$ cat config.mk
export PLATFORM = sky130hd
export DESIGN_NAME = pc_sequencer_flat
export DESIGN_NICKNAME = d
export VERILOG_FILES = /design/src/rtl/pc_sequencer_if.sv /design/src/rtl/pc_sequencer.sv /design/src/flat_wrapper.sv
export SDC_FILE = /design/constraint.sdc
export NUM_CORES = 1
export LEC_CHECK = 0
export ABC_AREA = 1
export CORE_MARGIN = 5
export CORE_UTILIZATION = 46
export CTS_BUF_LIST = sky130_fd_sc_hd__clkbuf_2 sky130_fd_sc_hd__clkbuf_4 sky130_fd_sc_hd__clkbuf_8
export DETAILED_ROUTE_END_ITERATION = 16
export GPL_TIMING_DRIVEN = 0
export PLACE_DENSITY_LB_ADDON = 0.2
export SLEW_MARGIN = 10
export SYNTH_ARGS = -nofsm -noshare
export SYNTH_HDL_FRONTEND = slang
export SYNTH_SLANG_ARGS = --single-unit
$ cat constraint.sdc
create_clock -name clk -period 1.3 [get_ports clk]
set_clock_uncertainty 0.15 [all_clocks]
set_input_delay 0.195 -clock clk [delete_from_list [all_inputs] [get_ports clk]]
set_output_delay 0.195 -clock clk [all_outputs]
set_load 0.02 [all_outputs]
$ cat src/rtl/pc_sequencer_if.sv
// -----------------------------------------------------------------------------
// pc_sequencer_if
//
// Purpose: bundles the signals between the PC sequencer and its neighbours
// (main control unit, instruction memory, PC register/mux) into one port.
//
// Signals:
//   mem_ready    instruction memory returns data this cycle
//   is_branch    decoded conditional branch          (sampled in EXEC)
//   is_jal       decoded JAL                         (sampled in EXEC)
//   is_jalr      decoded JALR                        (sampled in EXEC)
//   illegal      decoded illegal opcode              (sampled in EXEC)
//   branch_taken ALU compare result                  (sampled in EXEC)
//   stall        hold EXEC (e.g. data-memory wait)
//   pc_sel       PC mux select: 0 PC+4, 1 PC+imm, 2 ALU, 3 trap/boot vector
//   pc_write     PC register load enable
//   fetch_req    instruction memory request
//   ir_write     instruction register load
//   trap_cause   0 none, 1 illegal, 2 fetch time-out (sticky)
//   retired      retired-instruction count
//
// Modports:
//   master  environment side (drives status/decode inputs, observes control)
//   slave   sequencer side
// -----------------------------------------------------------------------------
interface pc_sequencer_if #(
   parameter int CNT_W = 16
);
   logic             mem_ready;
   logic             is_branch;
   logic             is_jal;
   logic             is_jalr;
   logic             illegal;
   logic             branch_taken;
   logic             stall;
   logic [1:0]       pc_sel;
   logic             pc_write;
   logic             fetch_req;
   logic             ir_write;
   logic [1:0]       trap_cause;
   logic [CNT_W-1:0] retired;

   modport master (
      output mem_ready, is_branch, is_jal, is_jalr, illegal, branch_taken, stall,
      input  pc_sel, pc_write, fetch_req, ir_write, trap_cause, retired
   );

   modport slave (
      input  mem_ready, is_branch, is_jal, is_jalr, illegal, branch_taken, stall,
      output pc_sel, pc_write, fetch_req, ir_write, trap_cause, retired
   );
endinterface : pc_sequencer_if

$ cat src/rtl/pc_sequencer.sv
// -----------------------------------------------------------------------------
// pc_sequencer
//
// Purpose: multicycle program-counter sequencer. Walks each instruction through
// FETCH -> DECODE -> EXEC, drives the PC source select and PC write enable,
// redirects to the trap vector on illegal instructions or fetch time-outs, and
// counts retired instructions.
//
// Parameters:
//   TIMEOUT  fetch wait cycles tolerated before a time-out trap (>= 2)
//   CNT_W    width of the retired-instruction counter
//
// Ports:
//   clk      single clock, rising edge
//   rst_n    asynchronous active-low reset
//   bus      pc_sequencer_if.slave (decode/status inputs, PC control outputs)
//
// Output timing: control outputs are decoded from the current state and, in
// FETCH and EXEC, also from the live inputs (ir_write follows mem_ready,
// pc_sel/pc_write follow the EXEC decode). retired and trap_cause are
// registers.
// -----------------------------------------------------------------------------
module pc_sequencer #(
   parameter int TIMEOUT = 15,
   parameter int CNT_W   = 16
) (
   input  logic            clk,
   input  logic            rst_n,
   pc_sequencer_if.slave   bus
);

   typedef enum logic [2:0] {
      S_RST,
      S_BOOT,
      S_FETCH,
      S_DECODE,
      S_EXEC,
      S_TRAP
   } state_e;

   typedef enum logic [1:0] {
      SEL_SEQ = 2'd0,   // PC + 4
      SEL_REL = 2'd1,   // PC + imm (branch / JAL)
      SEL_ALU = 2'd2,   // ALU result (JALR)
      SEL_VEC = 2'd3    // fixed trap / boot vector
   } pc_sel_e;

   typedef enum logic [1:0] {
      CAUSE_NONE    = 2'd0,
      CAUSE_ILLEGAL = 2'd1,
      CAUSE_TIMEOUT = 2'd2
   } cause_e;

   // Counter only has to reach TIMEOUT-1.
   localparam int              TO_W    = $clog2(TIMEOUT);
   localparam logic [TO_W-1:0] TO_LAST = TO_W'(TIMEOUT - 1);

   state_e           state_q,   state_d;
   logic [TO_W-1:0]  to_cnt_q,  to_cnt_d;
   logic [CNT_W-1:0] retired_q, retired_d;
   cause_e           cause_q,   cause_d;

   pc_sel_e          pc_sel;
   logic             pc_write;
   logic             fetch_req;
   logic             ir_write;

   // --------------------------------------------------------------------------
   // Next-state and output decode
   // --------------------------------------------------------------------------
   always_comb begin
      // NOTE: every signal written here gets a default first so no path
      // leaves one unassigned, which would otherwise infer a latch.
      state_d   = state_q;
      to_cnt_d  = to_cnt_q;
      retired_d = retired_q;
      cause_d   = cause_q;
      pc_sel    = SEL_SEQ;
      pc_write  = 1'b0;
      fetch_req = 1'b0;
      ir_write  = 1'b0;

      unique case (state_q)
         S_RST: begin
            state_d = S_BOOT;
         end

         S_BOOT: begin
            pc_sel   = SEL_VEC;
            pc_write = 1'b1;
            to_cnt_d = '0;
            state_d  = S_FETCH;
         end

         S_FETCH: begin
            fetch_req = 1'b1;
            if (bus.mem_ready) begin
               ir_write = 1'b1;
               to_cnt_d = '0;
               state_d  = S_DECODE;
            end else if (to_cnt_q == TO_LAST) begin
               // TIMEOUT consecutive cycles without data: give up on this fetch.
               cause_d  = CAUSE_TIMEOUT;
               to_cnt_d = '0;
               state_d  = S_TRAP;
            end else begin
               to_cnt_d = to_cnt_q + TO_W'(1);
            end
         end

         S_DECODE: begin
            state_d = S_EXEC;
         end

         S_EXEC: begin
            if (bus.stall) begin
               // Hold: PC untouched, decode inputs ignored.
               state_d = S_EXEC;
            end else if (bus.illegal) begin
               // The trap vector is loaded in TRAP, not here.
               cause_d = CAUSE_ILLEGAL;
               state_d = S_TRAP;
            end else begin
               pc_write = 1'b1;
               if (bus.is_jalr) begin
                  pc_sel = SEL_ALU;
               end else if (bus.is_jal || (bus.is_branch && bus.branch_taken)) begin
                  pc_sel = SEL_REL;
               end else begin
                  pc_sel = SEL_SEQ;
               end
               retired_d = retired_q + CNT_W'(1);
               to_cnt_d  = '0;
               state_d   = S_FETCH;
            end
         end

         S_TRAP: begin
            pc_sel   = SEL_VEC;
            pc_write = 1'b1;
            to_cnt_d = '0;
            state_d  = S_FETCH;
         end

         default: begin
            state_d = S_RST;
         end
      endcase
   end

   // --------------------------------------------------------------------------
   // State registers
   // --------------------------------------------------------------------------
   always_ff @(posedge clk or negedge rst_n) begin
      if (!rst_n) begin
         state_q   <= S_RST;
         to_cnt_q  <= '0;
         retired_q <= '0;
         cause_q   <= CAUSE_NONE;
      end else begin
         // NOTE: sequential state uses non-blocking assignments so every
         // register samples the pre-edge values, independent of statement order.
         state_q   <= state_d;
         to_cnt_q  <= to_cnt_d;
         retired_q <= retired_d;
         cause_q   <= cause_d;
      end
   end

   // --------------------------------------------------------------------------
   // Outputs
   // --------------------------------------------------------------------------
   assign bus.pc_sel     = pc_sel;
   assign bus.pc_write   = pc_write;
   assign bus.fetch_req  = fetch_req;
   assign bus.ir_write   = ir_write;
   assign bus.trap_cause = cause_q;
   assign bus.retired    = retired_q;

endmodule : pc_sequencer
$ cat src/flat_wrapper.sv
// flat-port wrapper written by rule: the top's interface ports become plain ports
module pc_sequencer_flat 
#(
   parameter int TIMEOUT = 15,
   parameter int CNT_W   = 16
)
  (clk, rst_n, bus_mem_ready, bus_is_branch, bus_is_jal, bus_is_jalr, bus_illegal, bus_branch_taken, bus_stall, bus_pc_sel, bus_pc_write, bus_fetch_req, bus_ir_write, bus_trap_cause, bus_retired);
  pc_sequencer_if #(.CNT_W(CNT_W)) bus_i ();
  input  logic clk;
  input  logic rst_n;
  input wire logic [$bits(bus_i.mem_ready)-1:0] bus_mem_ready;
  input wire logic [$bits(bus_i.is_branch)-1:0] bus_is_branch;
  input wire logic [$bits(bus_i.is_jal)-1:0] bus_is_jal;
  input wire logic [$bits(bus_i.is_jalr)-1:0] bus_is_jalr;
  input wire logic [$bits(bus_i.illegal)-1:0] bus_illegal;
  input wire logic [$bits(bus_i.branch_taken)-1:0] bus_branch_taken;
  input wire logic [$bits(bus_i.stall)-1:0] bus_stall;
  output wire logic [$bits(bus_i.pc_sel)-1:0] bus_pc_sel;
  output wire logic [$bits(bus_i.pc_write)-1:0] bus_pc_write;
  output wire logic [$bits(bus_i.fetch_req)-1:0] bus_fetch_req;
  output wire logic [$bits(bus_i.ir_write)-1:0] bus_ir_write;
  output wire logic [$bits(bus_i.trap_cause)-1:0] bus_trap_cause;
  output wire logic [$bits(bus_i.retired)-1:0] bus_retired;
  assign bus_i.mem_ready = bus_mem_ready;
  assign bus_i.is_branch = bus_is_branch;
  assign bus_i.is_jal = bus_is_jal;
  assign bus_i.is_jalr = bus_is_jalr;
  assign bus_i.illegal = bus_illegal;
  assign bus_i.branch_taken = bus_branch_taken;
  assign bus_i.stall = bus_stall;
  assign bus_pc_sel = bus_i.pc_sel;
  assign bus_pc_write = bus_i.pc_write;
  assign bus_fetch_req = bus_i.fetch_req;
  assign bus_ir_write = bus_i.ir_write;
  assign bus_trap_cause = bus_i.trap_cause;
  assign bus_retired = bus_i.retired;
  pc_sequencer #(.TIMEOUT(TIMEOUT), .CNT_W(CNT_W)) u_core (.clk(clk), .rst_n(rst_n), .bus(bus_i));
endmodule
==> reports/metrics.sh <==
DRTANTENNAVIOLNETS=0
FIN_WS_NS=-0.485
SYN_INST=187
WIRE_LENGTH_OF_THE_FIRST_GLOBAL_ROUTING_PASS_UM=6290
MAX_H_TREE_LEVEL=1
FINALSETUPVIOLCOUNT=32
TIMING.MAX_CAP.VIOLATIONS=0
CLOCK_INSERTION_DELAY_WORST_SKEW_NS=0.33
DIE_HEIGHT_UM=64.9
P_CLK_FRAC=0.110
WORST-ENDPOINT-ARRIVAL_NS=1.86
HOLD_WS_NS=0.223
LEAKAGE_nW=1.20
POST_SYNTH.CELL_AREA_AVG_UM2=7.41
SWITCHING_SHARE=0.433
CLKSLEWWORSTSETUPHOLDPATHS_NS=0.15
PLACED_CELLS_INCL_TAPS=251
DRC_VIOLATIONS_LEFT=0
FINAL_AREA_UM2=2390
FAILED_CHECKS='setup timing'
WORST_R2R_PATH_DEPTH=9
SHARE_SEQ_OF_TOTAL_POWER=0.315
WORSTSETUPENDPOINTTYPE='flop'
CTS_MADE_BUFFERS=3
DIE_W_UM=64.9
MAX_SLEW.WORST_PIN.SLEW_NS=0.573
FP-ROW-COUNT=20
VIAS_PER_CELL=5.26
GRT_MAX_DEGREE=26
SYNTH_NETS=199
TIMING.FMAX_MHz=560
GRT_PASS1_VIAS=1451
RSZ_0062_RAISED_AFTER_GLOBAL_ROUTING='true'
DRT-TOTAL-WL_UM=4550
IR_DROP_mV=1.01
CTS_TREE='done'
OVERFLOW=0
CRITICAL_PATH.ENDPOINT='u_core.bus.retired[11]$_DFFE_PN0P_'
WORST-SETUP-PATH-TYPE='reg -> reg'
MIN_PERIOD_OVER_PERIOD=1.37
FINAL_CELL_COUNT_NO_FILL=296
GRT_ANTENNA_BEFORE_REPAIR=0
NUMBER_OF_DISTINCT_LIBRARY_CELL_VARIANTS_IN_THE_GATE_LEVEL_NETLIST_AFTER_SYNTHESIS=21
R2R_END='u_core.bus.retired[11]$_DFFE_PN0P_'
TRACK_USAGE=0.191
CELLINTERNALPOWER_mW=2.01
CRIT_REQUIRED_NS=1.38
DP.FINAL_HPWL_UM=2380
PERIOD_MINUS_SLACK_NS=1.79
POWER.DENSITY_nW_PER_UM2=1490
CLOCK_TREE.BUFFER_DEPTH=2
CORE_UM2=2980
RUN_STATUS='finished with violations'
DRV_SLEW=0
TOTAL_NEGATIVE_SLACK_NS=-10.92
WL_PER_CELL_UM=15.4
R2R-START='u_core.state_q[1]$_DFFE_PN0P_'
STARTPOINT='u_core.state_q[1]$_DFFE_PN0P_'
TIMING.MAX_SLEW.REL_SLACK=0.618
TOTAL_NUMBER_OF_CLOCK_TREE_SINKS=25
SEQ_AREA_FRAC_SYNTH=0.451
HOLD_PATH_CLASS='in -> async'
ANTENNA-DIODE-COUNT=0
CRIT_FANOUT=4
DETAIL_ROUTE.FIRST_PASS.ITERATIONS=4
VIAS=1558
MINIMUM_SETUP_SLACK_AMONG_REG_TO_REG_PATHS_NS=-0.49
PLACEMENT.SETUP.WORST_SLACK_NS=-0.915
P_SW_mW=1.54
INITIAL_CORE_UTIL=0.466
MOSTFREQUENTLAYOUTCELLS='sky130_fd_sc_hd__nand2_1, sky130_fd_sc_hd__buf_4, sky130_fd_sc_hd__inv_1'
LAYOUT.CELLS.MOST_COMMON='sky130_fd_sc_hd__nand2_1'
POSTPLACECELLAREA_UM2=1850
NUM-NETS-FINAL=276
AREA_GROWTH_SYN_TO_LAYOUT_PCT=72.1
POST_ROUTE_CELLS_DRIVE_ABOVE_1_SHARE=0.494
BUFFER_PORTS.INSERTED=31
FINAL_HOLD_VIOL_COUNT=0
SHARE_COMB_OF_TOTAL_POWER=0.576
BOUNDARYPINS=32
CTS_ROOT_BUFFER='sky130_fd_sc_hd__clkbuf_4'
DRT_FIRST_ITER_VIOLATIONS=91
MAPPEDNETLISTAREA_UM2=1390
DIE_AR_UM2=4210
WORST_SETUP_PATH_START_KIND='flop'
ROUTABILITYCONGESTION=0.791
YOSYS_REGISTER_BITS=25
YS_WARN_COUNT=0
## cell families (layout without fill, tap and decap cells)
logic type | count (synthesis) | after routing | share of synthesized area
simple gates | 106 | 106 | 0.327
buf+inv | 29 | 105 | 0.0794
flops | 25 | 25 | 0.451
compound gates | 15 | 15 | 0.0587
xor+xnor | 9 | 9 | 0.0569
fa+ha+maj | 3 | 3 | 0.0271
## power by group through the flow
stage	Combinational (mW)	Sequential [mW]	Clock, mW
floorplan	0.709	1.18	0
finish	2.04	1.12	0.389
global route	2.17	1.13	0.420
global placement	1.22	1.11	0
CTS	1.63	1.11	0.386
detailed placement	1.25	1.12	0
## final cells by class
cell class              instances  area [um2]
well taps                      33        41.3
clock buffers                   4        30.0
multi-input cells             133         930
inverters                      28         108
repair buffers                 72         624
fillers                       188         592
flip-flops and latches         25         638
plain buffers                   1        15.0
## Yosys cell counts (all sizes together)
cell,number,area [um2]
nand2,58,220
inv,28,105
dfrtp,25,626
nor2,22,95.1
nand3,19,95.1
o21ai,9,45.0
xor2,7,61.3
nand4,6,37.5
ha,3,37.5
a21oi,2,10.0
a31oi,2,12.5
xnor2,2,17.5
buf,1,5.00
nor3,1,5.00
o22ai,1,6.26
o31ai,1,7.51
## flip-flops by register name, summed over array words and instances (netlist names)
| name | cells |
|---|---|
| u_core.to_cnt_q | 4 |
| u_core.state_q | 3 |
| u_core.bus.retired | 16 |
| u_core.bus.trap_cause | 2 |
## worst min path at each step
stage,cells past startpoint,end,from
global route,2,u_core.bus.trap_cause[1]$_DFFE_PN0P_,rst_n
finish,2,u_core.bus.trap_cause[1]$_DFFE_PN0P_,rst_n
CTS,1,u_core.bus.trap_cause[1]$_DFFE_PN0P_,rst_n
global placement,2,u_core.bus.trap_cause[0]$_DFFE_PN0P_,u_core.bus.trap_cause[0]$_DFFE_PN0P_
detailed placement,2,u_core.bus.trap_cause[1]$_DFFE_PN0P_,u_core.bus.trap_cause[1]$_DFFE_PN0P_
floorplan,0,u_core.bus.retired[0]$_DFFE_PN0P_,rst_n
## stage by stage
step / power [mW] / util
3_5_place_dp: 2.37 / 0.621
2_1_floorplan: 1.89 / -
3_3_place_gp: 2.33 / 0.621
5_1_grt: 3.72 / 0.801
6_report: 3.55 / 0.801
4_1_cts: 3.12 / 0.711
## routing by layer
metal / track usage / part of all wire / up-vias
met5: 0 / 0 / -
met4: 0.0765 / 0.020 / 0
met3: 0.0416 / 0.048 / 10
met2: 0.326 / 0.52 / 46
met1: 0.232 / 0.41 / 754
li1: - / - / 748
## worst max-delay path: stages (launching register included)
cell	delay, ns
sky130_fd_sc_hd__dfrtp_1	0.46
sky130_fd_sc_hd__nor2_4	0.16
sky130_fd_sc_hd__nand3_4	0.10
sky130_fd_sc_hd__buf_4	0.15
sky130_fd_sc_hd__buf_6	0.10
sky130_fd_sc_hd__buf_6	0.10
sky130_fd_sc_hd__buf_6	0.12
sky130_fd_sc_hd__nor2_4	0.13
sky130_fd_sc_hd__nand2_2	0.07
sky130_fd_sc_hd__xor2_1	0.14
## repair_timing
item | 4_1_cts | 5_1_grt
hold endpoints to repair | 0 | 25
resized for setup | 135 | 42
buffers inserted | 27 | 13
hold buffers | 0 | 1
pin swaps | 9 | 7
endpoints found under the setup margin | 72 | 40
(Power assumes the default switching activity.)
